### src/rtl/hdmi_timing_engine.sv
// Programmable HDMI timing engine: sync/DE generation, frame and text RAM addressing with
// flip/invert, and an output pipeline that realigns control signals with RAM read data.
module hdmi_timing_engine #(
  parameter int   H_ACTIVE   = 640,
  parameter int   H_FP       = 16,
  parameter int   H_SYNC     = 96,
  parameter int   H_BP       = 48,
  parameter int   V_ACTIVE   = 480,
  parameter int   V_FP       = 10,
  parameter int   V_SYNC     = 2,
  parameter int   V_BP       = 33,
  parameter logic HS_POL     = 1'b0,
  parameter logic VS_POL     = 1'b0,
  parameter int   PX_W       = 8,
  parameter int   ADDR_W     = 19,
  parameter int   TXT_ADDR_W = 14,
  parameter int   RD_LAT     = 1,
  parameter int   OVL_X0     = 2,
  parameter int   OVL_Y0     = 452,
  parameter int   OVL_W      = 100,
  parameter int   OVL_H      = 26
) (
  input  logic                  CLK_PX,
  input  logic                  RST_n,
  input  logic                  READY,
  input  logic [2:0]            MODE,
  input  logic                  OVL_EN,
  input  logic [TXT_ADDR_W-1:0] TXT_BASE,
  input  logic [3*PX_W-1:0]     PX_IN,
  input  logic [PX_W-1:0]       TXT_IN,
  output logic [ADDR_W-1:0]     PX_ADDR,
  output logic [TXT_ADDR_W-1:0] TXT_ADDR,
  output logic                  HDMI_CLK,
  output logic                  DE,
  output logic                  HSYNC,
  output logic                  VSYNC,
  output logic [3*PX_W-1:0]     HDMI_PX
);

  localparam int H_TOTAL = H_ACTIVE + H_FP + H_SYNC + H_BP;
  localparam int V_TOTAL = V_ACTIVE + V_FP + V_SYNC + V_BP;
  localparam int HC_W    = $clog2(H_TOTAL);
  localparam int VC_W    = $clog2(V_TOTAL);
  localparam int DL      = RD_LAT + 1;
  localparam logic [ADDR_W-1:0] LAST_ROW = ADDR_W'((V_ACTIVE - 1) * H_ACTIVE);
  localparam logic [ADDR_W-1:0] H_STEP   = ADDR_W'(H_ACTIVE);
  localparam logic [ADDR_W-1:0] X_LAST   = ADDR_W'(H_ACTIVE - 1);

  typedef struct packed {
    logic de;
    logic hs;
    logic vs;
    logic ovl;
    logic inv;
  } tag_t;

  logic [HC_W-1:0]       h_cnt;
  logic [VC_W-1:0]       v_cnt;
  logic [ADDR_W-1:0]     row_fwd;
  logic [2:0]            mode_s;
  logic                  ovl_en_s;
  logic [TXT_ADDR_W-1:0] txt_ptr;
  tag_t                  dl [DL];

  logic              h_last, v_last, frame_wrap, active, hs_on, vs_on, in_win;
  logic [ADDR_W-1:0] x_fwd, xc, row_base, pix_addr;
  tag_t              tail;

  assign HDMI_CLK   = CLK_PX;
  assign h_last     = (h_cnt == HC_W'(H_TOTAL - 1));
  assign v_last     = (v_cnt == VC_W'(V_TOTAL - 1));
  assign frame_wrap = h_last && v_last;
  assign active     = (h_cnt < HC_W'(H_ACTIVE)) && (v_cnt < VC_W'(V_ACTIVE));
  assign hs_on      = (h_cnt >= HC_W'(H_ACTIVE + H_FP)) && (h_cnt < HC_W'(H_ACTIVE + H_FP + H_SYNC));
  assign vs_on      = (v_cnt >= VC_W'(V_ACTIVE + V_FP)) && (v_cnt < VC_W'(V_ACTIVE + V_FP + V_SYNC));
  assign in_win     = ovl_en_s && active &&
                      (h_cnt >= HC_W'(OVL_X0)) && (h_cnt < HC_W'(OVL_X0 + OVL_W)) &&
                      (v_cnt >= VC_W'(OVL_Y0)) && (v_cnt < VC_W'(OVL_Y0 + OVL_H));

  // row_fwd only ever counts upward; the flipped base is derived by subtraction, no multiplier
  assign x_fwd    = ADDR_W'(h_cnt);
  assign xc       = mode_s[1] ? (X_LAST - x_fwd) : x_fwd;
  assign row_base = mode_s[2] ? (LAST_ROW - row_fwd) : row_fwd;
  assign pix_addr = row_base + xc;
  assign tail     = dl[DL-1];

  always_ff @(posedge CLK_PX or negedge RST_n) begin
    if (!RST_n) begin
      h_cnt    <= '0;
      v_cnt    <= '0;
      row_fwd  <= '0;
      mode_s   <= '0;
      ovl_en_s <= 1'b0;
      txt_ptr  <= '0;
      PX_ADDR  <= '0;
      TXT_ADDR <= '0;
    end else if (!READY) begin
      h_cnt    <= '0;
      v_cnt    <= '0;
      row_fwd  <= '0;
      mode_s   <= MODE;
      ovl_en_s <= OVL_EN;
      txt_ptr  <= TXT_BASE;
      TXT_ADDR <= TXT_BASE;
    end else begin
      if (active) PX_ADDR <= pix_addr;
      // Frame wrap falls in blanking, so it never competes with a window pixel
      if (frame_wrap) begin
        mode_s   <= MODE;
        ovl_en_s <= OVL_EN;
        txt_ptr  <= TXT_BASE;
        TXT_ADDR <= TXT_BASE;
      end else if (in_win) begin
        TXT_ADDR <= txt_ptr;
        txt_ptr  <= txt_ptr + 1'b1;
      end
      if (h_last) begin
        h_cnt <= '0;
        if (v_last) begin
          v_cnt   <= '0;
          row_fwd <= '0;
        end else begin
          v_cnt <= v_cnt + 1'b1;
          if (v_cnt < VC_W'(V_ACTIVE)) row_fwd <= row_fwd + H_STEP;
        end
      end else begin
        h_cnt <= h_cnt + 1'b1;
      end
    end
  end

  // Tags ride RD_LAT+1 stages, then the output register makes RD_LAT+2 to match HDMI_PX
  always_ff @(posedge CLK_PX or negedge RST_n) begin
    if (!RST_n) begin
      for (int i = 0; i < DL; i++) dl[i] <= '0;
      DE      <= 1'b0;
      HSYNC   <= ~HS_POL;
      VSYNC   <= ~VS_POL;
      HDMI_PX <= '0;
    end else if (!READY) begin
      for (int i = 0; i < DL; i++) dl[i] <= '0;
      DE      <= 1'b0;
      HSYNC   <= ~HS_POL;
      VSYNC   <= ~VS_POL;
      HDMI_PX <= '0;
    end else begin
      dl[0] <= {active, hs_on, vs_on, in_win, mode_s[0]};
      for (int i = 1; i < DL; i++) dl[i] <= dl[i-1];
      DE    <= tail.de;
      HSYNC <= tail.hs ? HS_POL : ~HS_POL;
      VSYNC <= tail.vs ? VS_POL : ~VS_POL;
      if (!tail.de)      HDMI_PX <= '0;
      else if (tail.ovl) HDMI_PX <= {TXT_IN, TXT_IN, TXT_IN};
      else if (tail.inv) HDMI_PX <= ~PX_IN;
      else               HDMI_PX <= PX_IN;
    end
  end

endmodule

### config.mk
export PLATFORM = sky130hd
export DESIGN_NAME = hdmi_timing_engine
export DESIGN_NICKNAME = d
export VERILOG_FILES = /design/src/rtl/hdmi_timing_engine.sv
export SDC_FILE = /design/constraint.sdc
export NUM_CORES = 1
export LEC_CHECK = 0
export ABC_AREA = 1
export BUFFER_PORTS_ARGS = -buffer_cell sky130_fd_sc_hd__buf_2
export CORE_MARGIN = 2
export CORE_UTILIZATION = 58
export DETAILED_ROUTE_END_ITERATION = 8
export GPL_ROUTABILITY_DRIVEN = 0
export GPL_TIMING_DRIVEN = 0
export PLACE_DENSITY = 0.92
export SETUP_SLACK_MARGIN = 0.15
export SLEW_MARGIN = 25
export SYNTH_ARGS = -nofsm -noshare
export SYNTH_HDL_FRONTEND = slang
export SYNTH_SLANG_ARGS = --single-unit
### constraint.sdc
create_clock -name CLK_PX -period 2.6 [get_ports CLK_PX]
set_input_delay 0.26 -clock CLK_PX [delete_from_list [all_inputs] [get_ports CLK_PX]]
set_output_delay 0.26 -clock CLK_PX [all_outputs]
set_load 0.02 [all_outputs]
Word level (Yosys, flattened, before mapping)
Cells that the tools add are included.
{"block": "op_classes", "addsub": 7, "magnitude_cmp": 10, "eq_ne": 6, "n_mux": 31, "bitwise": 1, "reduce_logical": 11}
{"op": "$mux 19", "n": 6}
{"op": "$mux 24", "n": 4}
{"op": "$mux 14", "n": 6}
{"op": "$mux 10", "n": 6}
{"op": "$lt 10x9->1 const B", "n": 3}
{"op": "$not 24->24", "n": 1}
{"op": "$add 10x1->10 const B", "n": 2}
{"op": "$eq 10x10->1 const B", "n": 2}
{"op": "$ge 10x9->1 const B", "n": 2}
{"op": "$lt 10x10->1 const B", "n": 2}
{"op": "$add 19x10->19 const B", "n": 1}
{"op": "$add 19x19->19", "n": 1}
{"op": "$sub 19x19->19 const A", "n": 1}
{"op": "$add 14x1->14 const B", "n": 1}
{"op": "$sub 10x10->11 const A", "n": 1}
{"op": "$ge 10x10->1 const B", "n": 1}
{"op": "$ge 10x2->1 const B", "n": 1}
{"op": "$lt 10x7->1 const B", "n": 1}
{"op": "$logic_and 1x1->1", "n": 9}
{"op": "$mux 1", "n": 7}
{"op": "$mux 3", "n": 2}
{"op": "$ne 3x1->1 const B", "n": 2}
{"op": "$ne 2x1->1 const B", "n": 2}
{"op": "$reduce_and 2->1", "n": 2}
{"block": "word_totals", "reg_bits": 127, "word_cells": 88}

Depth between registers and ports, before layout
Gate-level depths: netlist of run 1.
{"block": "depth", "word_depth": 10, "mapped_depth": 19}

==> results of run 1 <==
-- metrics by stage --
| step | instances | total power (W) |
|---|---|---|
| after floorplan | 985 | 0.00289 |
| after global placement | 1266 | 0.00320 |
| after detailed placement | 1267 | 0.00324 |
| after CTS | 1335 | 0.00590 |
| after global routing | 1349 | 0.00624 |
| final | 1349 | 0.00604 |
-- kinds of logic (layout without fill, tap and decap cells) --
family                   count (synthesis)  in the layout
adder cells (fa/ha/maj)                 28             28
XOR/XNOR                                39             39
AO/OA/AOI/OAI                          161            161
buffers and inverters                  145            341
flip-flops                             120            120
AND/OR/NAND/NOR                        484            484
other                                    1              8
-- cells in the mapped netlist, types with 3 or more instances --
| cell type | number | area [µm²] |
|---|---|---|
| buf_6 | 3 | 33.8 |
| nor2_2 | 5 | 31.3 |
| inv_1 | 105 | 394 |
| buf_2 | 9 | 45.0 |
| o21bai_1 | 4 | 30.0 |
| a21oi_1 | 56 | 280 |
| xnor2_1 | 9 | 78.8 |
| nor2_1 | 73 | 274 |
| buf_4 | 5 | 37.5 |
| nand3_1 | 92 | 460 |
| nor3_1 | 23 | 115 |
| o21ai_1 | 13 | 65.1 |
| nand2_1 | 261 | 980 |
| a31oi_1 | 3 | 18.8 |
| o21ai_0 | 75 | 375 |
| inv_2 | 5 | 18.8 |
| clkbuf_1 | 14 | 52.6 |
| o211ai_1 | 3 | 22.5 |
| ha_1 | 27 | 338 |
| dfrtp_1 | 118 | 2950 |
| xor2_1 | 30 | 263 |
| nand4_1 | 10 | 62.6 |
| or2_2 | 3 | 18.8 |
| nand3b_1 | 5 | 37.5 |
-- worst reg2reg max path, stage by stage, from the launching register on --
cell	delay (ns)
dfrtp_2	0.47
ha_4	0.20
inv_4	0.07
nand2_4	0.07
a21oi_4	0.17
nor2_1	0.07
o21ai_1	0.17
xor2_1	0.11
ha_1	0.37
buf_4	0.15
nand4_1	0.16
nand3b_1	0.28
nand2_1	0.12
nand2_1	0.07
nand3_2	0.07
nand2_1	0.05
-- sequential cells by signal (all words and copies together), names as in the netlist, 10 cells and up --
signal    cells
txt_ptr      14
TXT_ADDR     14
row_fwd      12
h_cnt        10
PX_ADDR      19
v_cnt        10
dl           10
HDMI_PX      24
-- final timing paths --
path	startpoint	to	cells past startpoint
worst max register to register	row_fwd[8]$_DFFE_PN0P_	PX_ADDR[16]$_DFFE_PN0P_	15
worst min register to register	dl[3]$_DFF_PN0_	HSYNC$_DFF_PN1_	1
max in group asynchronous	RST_n	PX_ADDR[16]$_DFFE_PN0P_	3
worst min-delay path	PX_IN[10]	HDMI_PX[10]$_DFF_PN0_	4
min in group asynchronous	RST_n	h_cnt[1]$_DFF_PN0_	2
worst max-delay path	row_fwd[8]$_DFFE_PN0P_	PX_ADDR[16]$_DFFE_PN0P_	15
-- area by class of cell --
class,instances,area (µm²),share of cell area [%]
plain buffers,33,185,1.97
clock buffers,27,568,6.03
clock inverters,9,114,1.21
inverters,112,430,4.57
multi-input cells,720,3880,41.2
flip-flops and latches,120,3010,32.0
well taps,168,210,2.23
repair buffers,160,1010,10.8
-- report_power, final --
part           leakage (nW)  switching [W]  internal (W)
sequential             1.57       0.000141       0.00203
combinational          3.09       0.000740      0.000423
clock                 0.332       0.000964       0.00174
-- routing by layer --
| metal | wire [µm] | part of all wire [%] | vias to the layer above | track usage, % |
|---|---|---|---|---|
| li1 | - | - | 3548 | - |
| met1 | 8180 | 35 | 3647 | 39.0 |
| met2 | 11100 | 48 | 639 | 52.1 |
| met3 | 2260 | 9.8 | 182 | 8.42 |
| met4 | 1590 | 6.9 | 0 | 20.3 |
| met5 | 0 | 0 | - | 0 |
-- what timing repair did --
item                                   in CTS  in global routing
pin swaps                                  10                 23
setup buffers                               9                 14
gates cloned                                0                  0
endpoints found under the hold margin      81                  0
gates resized for setup                    26                 47
setup endpoints to repair                   8                  9
hold buffers                               24                  0
==> impl_metrics.tcl, run 1 <==
set metrics [dict create \
    detailroute.via_count 8016 \
    cell_area_synth_mm2 0.00727 \
    fin_crit_sh_pct 104 \
    final_hold_viol_count 1 \
    placeableCoreArea_mm2 0.0121 \
    num_antenna_cells 0 \
    first_global_vias 7332 \
    crit_path_top_delay_cell "dfrtp_2" \
    synth-compound-area-share_pct 11.8 \
    whs_ns -0.00309 \
    io_pins 114 \
    setup.reg_to_reg.worst_slack_ns -0.12 \
    rsz0062_at_grt "true" \
    grt_max_degree 62 \
    placementRows 40 \
    max_freq_ghz 0.368 \
    max_cap_violations 0 \
    critPathArrivalTime_ns 3.15 \
    hpwlAfterDp_mm 13.1 \
    timing.final.max_slew_violations 0 \
    grtUsageTotal_pct 32.4 \
    leakage_nw 5.00 \
    fin_crit_ns 2.72 \
    synth_xor_xnor_area_share_pct 4.70 \
    synth_seq_cells 120 \
    critical_path.max_stage_delay_ns 0.47 \
    globalRouteOverflowTotal 0 \
    die_area_mm2 0.0134 \
    totalNegativeSetupSlack_ns -0.117 \
    status "finished with violations" \
    cp_top_family "simple AND/OR/NAND/NOR gates" \
    place.port_buffers 113 \
    end_kind "flop" \
    clk_transition_reported_paths_ns 0.06 \
    synth_simple_gate_area_share_pct 29.0 \
    async_flop_share_pct 100 \
    synth-seq-area-share_pct 41.4 \
    drive_gt1_share_pct 22.2 \
    setup_ws_ns -0.116 \
    die-width_um 116 \
    initial_utilization_pct 60.0 \
    power.density_mw_per_mm2 642 \
    synth_edf_count 0 \
    required_ns 3.03 \
    route.detailed.wl_per_inst_um 17.1 \
    startpoint_kind_of_the_worst_setup_timing_path "flop" \
    path_max_fanout 4 \
    dp_slack_ns -0.139 \
    setup_crit_path_kind "flop to flop" \
    antenna_found_initial 0 \
    fillCellCount 781 \
    violations "design-rule violations, negative hold slack, negative setup slack" \
    setup-violations-final 2 \
    type_of_the_most_critical_hold_path "input pin to flop" \
    detailedRoute.firstIterationViolations 1056 \
    synth_adder_area_share_pct 4.93 \
    synth_cell_types 44 \
    stdcell_area_mm2 0.00941 \
    path_cells "ha_4, inv_4, nand2_4, a21oi_4, nor2_1, o21ai_1, xor2_1, ha_1, buf_4, nand4_1, nand3b_1, nand2_1, nand2_1, nand3_2, nand2_1" \
    count_of_warnings_emitted_by_yosys 0 \
    layout_commonest_cell "nand2_1" \
    synthCells 978 \
    critical_path.most_common_cell "nand2_1" \
    tightestPinTransition_ns 0.547 \
    final_antenna_net_count 0 \
    finish.net_count 1249 \
    tritoncts_clock_tree "built" \
    post_syn_area_per_cell_um2 7.43 \
    wl_mm 23.1 \
    drc_errors_left 1 \
    drt_first_pass_iters 8 \
    die_height_um 116 \
    critPathBufInv 2 \
    slew-limit-headroom_pct 63.6 \
    worst_clock_skew_ns 0.0141 \
    irDropWorstVdd_mv 0.407 \
    main_combinational_cell_family_by_area_after_synthesis "simple AND/OR/NAND/NOR gates" \
    route.detailed.vias_per_inst 5.94 \
    clock_latency_ns 0.55 \
    synth_mux_area_share_pct 0 \
    dpl-instance-area_mm2 0.00811 \
    yosys_most_used_dff "dfrtp_1" \
    first_pass_grt_wire_length_mm 34.0 \
    most-common-layout-cells "nand2_1 (254), buf_2 (121), dfrtp_1 (114)" \
    syn_to_final_growth_pct 29.6 \
    post-route-util_pct 77.7 \
]
Note: power is estimated with default switching activity, not from simulation.
==> run 2, diff against run 1 <==
--- a/config.mk
+++ b/config.mk
@@ -13,6 +13,7 @@
 export GPL_ROUTABILITY_DRIVEN = 0
 export GPL_TIMING_DRIVEN = 0
 export PLACE_DENSITY = 0.92
+export REMOVE_ABC_BUFFERS = 1
 export SETUP_SLACK_MARGIN = 0.15
 export SLEW_MARGIN = 25
 export SYNTH_ARGS = -nofsm -noshare
==> impl_metrics.tcl, run 2 (synthesis results as in run 1) <==
set metrics [dict create \
    required_ns 3.02 \
    setup.reg_to_reg.worst_slack_ns -0.01 \
    critical_path.most_common_cell "nand2_1" \
    flip_flop_count_of_the_largest_register_after_layout 24 \
    initial_utilization_pct 60.0 \
    clock_latency_ns 0.54 \
    io_pins 114 \
    max_cap_violations 0 \
    die_height_um 116 \
    crit_path_top_delay_cell "dfrtp_2" \
    p_comb_share_pct 18.6 \
    totalNegativeSetupSlack_ns -0.0121 \
    worst_r2r_dst "PX_ADDR[18]$_DFFE_PN0P_" \
    route.detailed.wl_per_inst_um 15.9 \
    number_of_cells_in_the_finished_layout_apart_from_fillers 1325 \
    first_global_vias 7144 \
    setup-violations-final 1 \
    placeableCoreArea_mm2 0.0121 \
    drive_gt1_share_pct 20.7 \
    met3WireLength_mm 1.71 \
    setup_crit_path_kind "flop to flop" \
    leakage_nw 4.90 \
    setup_ws_ns -0.0121 \
    worst_hold_path.num_cells 4 \
    worst_clock_skew_ns 0.0124 \
    final_hold_viol_count 0 \
    tritoncts_clock_tree "built" \
    final_antenna_net_count 0 \
    dp_slack_ns -0.447 \
    antenna_found_initial 0 \
    route.detailed.vias_per_inst 5.80 \
    total_switching_power_w 0.00179 \
    irDropWorstVdd_mv 0.812 \
    hp-start "PX_IN[9]" \
    path_cells "ha_2, nand2_4, a21oi_4, nor3_1, xor2_1, inv_1, ha_4, nand2_1, o21ai_2, nand2_1, nand2_1, inv_1, nand2_1, nand2_1, nand3_1, nand2_1" \
    hpwlAfterDp_mm 12.0 \
    place.port_buffers 113 \
    layout_commonest_cell "nand2_1" \
    most-common-layout-cells "nand2_1 (255), buf_2 (112), dfrtp_1 (110)" \
    max_freq_ghz 0.383 \
    power.sequential.fraction_pct 36.3 \
    type_of_the_most_critical_hold_path "input pin to flop" \
    status "finished with violations" \
    drt_first_pass_iters 6 \
    syn_to_final_growth_pct 28.4 \
    startpoint_kind_of_the_worst_setup_timing_path "flop" \
    switching_share_pct 29.8 \
    met1_layer_wirelength_in_the_final_routing_mm 7.83 \
    power.clock.fraction_pct 45.1 \
    topRoutingLayerUsed "met4" \
    timing.final.max_slew_violations 0 \
    rsz0062_at_grt "true" \
    drc_errors_left 0 \
    placementRows 40 \
    globalRouteOverflowTotal 0 \
    post-route-util_pct 77.0 \
    grtUsageTotal_pct 30.4 \
    die_area_mm2 0.0134 \
    met2_wirelength_mm 10.5 \
    timing.hold.worst_endpoint "HDMI_PX[9]$_DFF_PN0_" \
    num_antenna_cells 0 \
    wl_mm 21.1 \
    power.density_mw_per_mm2 642 \
    violations "negative setup slack" \
    grt_max_degree 65 \
    tightestPinTransition_ns 0.772 \
    finish.net_count 1225 \
    critical_path.max_stage_delay_ns 0.44 \
    registers.top_by_ff_count "HDMI_PX" \
    detailedRoute.firstIterationViolations 861 \
    fin_crit_ns 2.61 \
    critPathArrivalTime_ns 3.04 \
    largest_registers_ranked_by_flip_flop_count "HDMI_PX (24), PX_ADDR (19)" \
    power.internal_w 0.00420 \
    fillCellCount 771 \
    fin_crit_sh_pct 100 \
    first_pass_grt_wire_length_mm 32.6 \
    ff2ff_path_depth 16 \
    detailroute.via_count 7683 \
    reg2reg_from "row_fwd[7]$_DFFE_PN0P_" \
    slew-limit-headroom_pct 48.5 \
    clk_transition_reported_paths_ns 0.06 \
    cell_count_post_placement 1234 \
    die-width_um 116 \
    end_kind "flop" \
    path_max_fanout 7 \
]
==> run 2: power groups by stage <==
stage                     clock (W)  combinational (W)  sequential [W]
final                       0.00270            0.00111         0.00218
after global routing        0.00280            0.00122         0.00219
after floorplan                   0           0.000525         0.00229
after detailed placement  0.0000359           0.000961         0.00219
after CTS                   0.00269            0.00104         0.00216
after global placement    0.0000359           0.000919         0.00218
==> run 2: per-stage QoR <==
step	hold WS (ns)	area (µm²)	total power, W
after global placement	0.357	7890	0.00314
final	0.00332	9330	0.00599
after CTS	0.000254	9100	0.00588
after detailed placement	0.240	7930	0.00319
after global routing	0.00501	9330	0.00622
after floorplan	-0.0356	7120	0.00282
==> run 2: final cells by class <==
| class | count | area (µm²) | share of cell area [%] |
|---|---|---|---|
| clock buffers | 25 | 541 | 5.79 |
| clock inverters | 11 | 145 | 1.56 |
| inverters | 112 | 440 | 4.72 |
| multi-input cells | 720 | 3870 | 41.5 |
| flip-flops and latches | 120 | 3020 | 32.3 |
| well taps | 168 | 210 | 2.25 |
| repair buffers | 169 | 1110 | 11.9 |
==> run 2: worst max-delay path, delay by kind of cell, from the launching register on <==
| kind | cells | cell delay [ns] |
|---|---|---|
| buffers and inverters | 2 | 0.17 |
| and+or+nand+nor | 9 | 0.84 |
| AOI/OAI and AO/OA | 2 | 0.25 |
| xor gates and xnor gates | 1 | 0.24 |
| DFF | 1 | 0.44 |
| adders and majority gates | 2 | 0.54 |
==> run 2: worst max path at each step <==
stage                            from                 endpoint  slack [ns]  cells past startpoint
4_1_cts            h_cnt[1]$_DFF_PN0_   txt_ptr[2]$_DFFE_PN0P_        0.10                     10
3_5_place_dp       h_cnt[0]$_DFF_PN0_   txt_ptr[2]$_DFFE_PN0P_       -0.45                     10
6_report       row_fwd[7]$_DFFE_PN0P_  PX_ADDR[18]$_DFFE_PN0P_       -0.01                     16
3_3_place_gp       h_cnt[1]$_DFF_PN0_  txt_ptr[13]$_DFFE_PN0P_       -0.35                     10
2_1_floorplan  row_fwd[7]$_DFFE_PN0P_  PX_ADDR[18]$_DFFE_PN0P_        0.21                     16
5_1_grt        row_fwd[7]$_DFFE_PN0P_  PX_ADDR[18]$_DFFE_PN0P_       -0.13                     16
==> run 2: routing by layer <==
| metal | global-route usage (%) | vias to the layer above |
|---|---|---|
| li1 | - | 3509 |
| met1 | 37.1 | 3548 |
| met2 | 51.8 | 507 |
| met3 | 6.54 | 119 |
| met4 | 13.9 | 0 |
| met5 | 0 | - |
==> run 2: timing repair <==
item,CTS,global route
endpoints found under the hold margin,96,0
resized for setup,31,35
setup buffers,6,15
setup endpoints to repair,50,43
hold buffers,35,0
pin swaps,3,16
gates cloned,0,0
==> run 3, diff against run 2 <==
--- a/config.mk
+++ b/config.mk
@@ -19,3 +19,4 @@
 export SYNTH_ARGS = -nofsm -noshare
 export SYNTH_HDL_FRONTEND = slang
 export SYNTH_SLANG_ARGS = --single-unit
+export TNS_END_PERCENT = 50
==> constraint.sdc (replaced) <==
create_clock -name CLK_PX -period 2.6 [get_ports CLK_PX]
set_input_delay 0.52 -clock CLK_PX [delete_from_list [all_inputs] [get_ports CLK_PX]]
set_output_delay 0.52 -clock CLK_PX [all_outputs]
set_load 0.02 [all_outputs]
==> impl_metrics.tcl, run 3 (synthesis results as in run 1) <==
set metrics [dict create \
    slew-limit-headroom_pct 49.1 \
    drt_first_pass_iters 6 \
    critPathBufInv 2 \
    die_area_mm2 0.0134 \
    critical_path.most_common_cell "nand2_1" \
    final_antenna_net_count 0 \
    initial_utilization_pct 60.0 \
    cp_top_family "simple AND/OR/NAND/NOR gates" \
    flip_flop_count_of_the_largest_register_after_layout 24 \
    grt_max_degree 65 \
    placementRows 40 \
    clock_latency_ns 0.55 \
    power.density_mw_per_mm2 658 \
    dp_slack_ns -0.447 \
    end_kind "flop" \
    post-route-util_pct 74.2 \
    whs_ns 0.172 \
    crit_path_top_delay_cell "dfrtp_1" \
    detailedRoute.firstIterationViolations 712 \
    layout_commonest_cell "nand2_1" \
    tritoncts_clock_tree "built" \
    placeableCoreArea_mm2 0.0121 \
    max_freq_ghz 0.394 \
    fillCellCount 856 \
    io_pins 114 \
    power.internal_w 0.00417 \
    setup_crit_path_kind "flop to flop" \
    path_max_fanout 7 \
    drive_gt1_share_pct 21.1 \
    globalRouteOverflowTotal 0 \
    rsz0062_at_grt "true" \
    most-common-layout-cells "nand2_1 (257), buf_2 (112), dfrtp_1 (110)" \
    worst-path-stages 15 \
    leakage_nw 4.75 \
    startpoint_kind_of_the_worst_setup_timing_path "flop" \
    drc_errors_left 0 \
    power.sequential.fraction_pct 36.7 \
    setup-violations-final 0 \
    detailroute.via_count 7336 \
    place.port_buffers 113 \
    worst_clock_skew_ns 0.0165 \
    fin_crit_ns 2.54 \
    clk_transition_reported_paths_ns 0.06 \
    finish.net_count 1190 \
    wl_mm 19.8 \
    die-width_um 116 \
    hpwlAfterDp_mm 12.0 \
    total_switching_power_w 0.00175 \
    timing.final.max_slew_violations 0 \
    die_height_um 116 \
    worst_r2r_dst "PX_ADDR[18]$_DFFE_PN0P_" \
    antenna_found_initial 0 \
    critPathArrivalTime_ns 2.97 \
    critical_path.startpoint "mode_s[2]$_DFFE_PN0P_" \
    power.clock.fraction_pct 45.5 \
    max_cap_violations 0 \
    num_antenna_cells 0 \
    route.detailed.vias_per_inst 5.69 \
    fin_crit_sh_pct 97.7 \
    switching_share_pct 29.5 \
    critPathCapture "PX_ADDR[18]$_DFFE_PN0P_" \
    required_ns 3.03 \
    p_comb_share_pct 17.8 \
    path_cells "inv_1, nor3_2, o21ai_1, o21ai_0, xor2_1, inv_1, ha_4, nand2_1, nor2_1, and2_4, nand2_1, nand2_1, nand2_1, nand3_1, nand2_1" \
    setup.reg_to_reg.worst_slack_ns 0.06 \
    syn_to_final_growth_pct 23.6 \
    type_of_the_most_critical_hold_path "input pin to flop" \
    largest_registers_ranked_by_flip_flop_count "HDMI_PX (24), PX_ADDR (19)" \
    ff2ff_path_depth 15 \
    totalNegativeSetupSlack_ns 0 \
    tightestPinTransition_ns 0.763 \
    first_pass_grt_wire_length_mm 31.1 \
    critical_path.max_stage_delay_ns 0.51 \
    reg2reg_from "mode_s[2]$_DFFE_PN0P_" \
    irDropWorstVdd_mv 0.818 \
    grtUsageTotal_pct 29.0 \
    status "finished clean" \
    route.detailed.wl_per_inst_um 15.4 \
    registers.top_by_ff_count "HDMI_PX" \
    final_hold_viol_count 0 \
    first_global_vias 6778 \
    setup_ws_ns 0.0591 \
]
-- run 3: timing repair --
action	CTS	global route
buffers inserted	6	14
gates resized for setup	29	37
hold endpoints to repair	62	0
hold buffers	1	0
pin swaps	3	14
endpoints found under the setup margin	50	43
-- run 3: stage by stage --
step	total power [W]	std cells	cell area [µm²]
finish	0.00591	1290	8980
floorplan	0.00282	952	7120
detailed placement	0.00319	1234	7930
CTS	0.00585	1276	8760
global route	0.00616	1290	8980
global placement	0.00314	1233	7890
-- run 3: worst reg2reg max path: cells and delay by family (launching register included) --
family / cells / cell delay (ns)
AND/OR/NAND/NOR: 9 / 0.93
flip-flops: 1 / 0.51
buffers and inverters: 2 / 0.29
adder cells (fa/ha/maj): 1 / 0.28
AO/OA/AOI/OAI: 2 / 0.24
XOR/XNOR: 1 / 0.16
-- run 3: worst min path at each step --
stage                     slack, ns  cells past startpoint             from                    to
after global routing           0.20                      3           OVL_EN  ovl_en_s$_DFFE_PN0P_
after CTS                      0.17                      3           OVL_EN  ovl_en_s$_DFFE_PN0P_
after global placement         0.36                      1  dl[2]$_DFF_PN0_       VSYNC$_DFF_PN1_
final                          0.17                      3           OVL_EN  ovl_en_s$_DFFE_PN0P_
after detailed placement       0.36                      1  dl[2]$_DFF_PN0_       VSYNC$_DFF_PN1_
after floorplan                0.22                      0            RST_n          DE$_DFF_PN0_
-- run 3: per-layer routing --
| metal | track usage (%) | part of all wire (%) |
|---|---|---|
| met5 | 0 | 0 |
| met4 | 12.1 | 3.6 |
| met3 | 6.17 | 7.4 |
| met2 | 49.2 | 50 |
| met1 | 36.2 | 39 |
-- run 3: power groups by stage --
stage	sequential, W	clock [W]	combinational, W
CTS	0.00216	0.00269	0.000996
detailed placement	0.00219	0.0000359	0.000961
finish	0.00217	0.00269	0.00105
global route	0.00219	0.00281	0.00117
global placement	0.00218	0.0000359	0.000919
floorplan	0.00229	0	0.000525
-- run 3: area by class of cell --
cell class,count,area (µm²),share of cell area (%)
tap,168,210,2.34
inverter,112,443,4.93
timing repair buffer,134,758,8.44
clock inverter,11,145,1.62
clock buffer,25,541,6.02
sequential,120,3020,33.6
multi-input combinational,720,3870,43.1
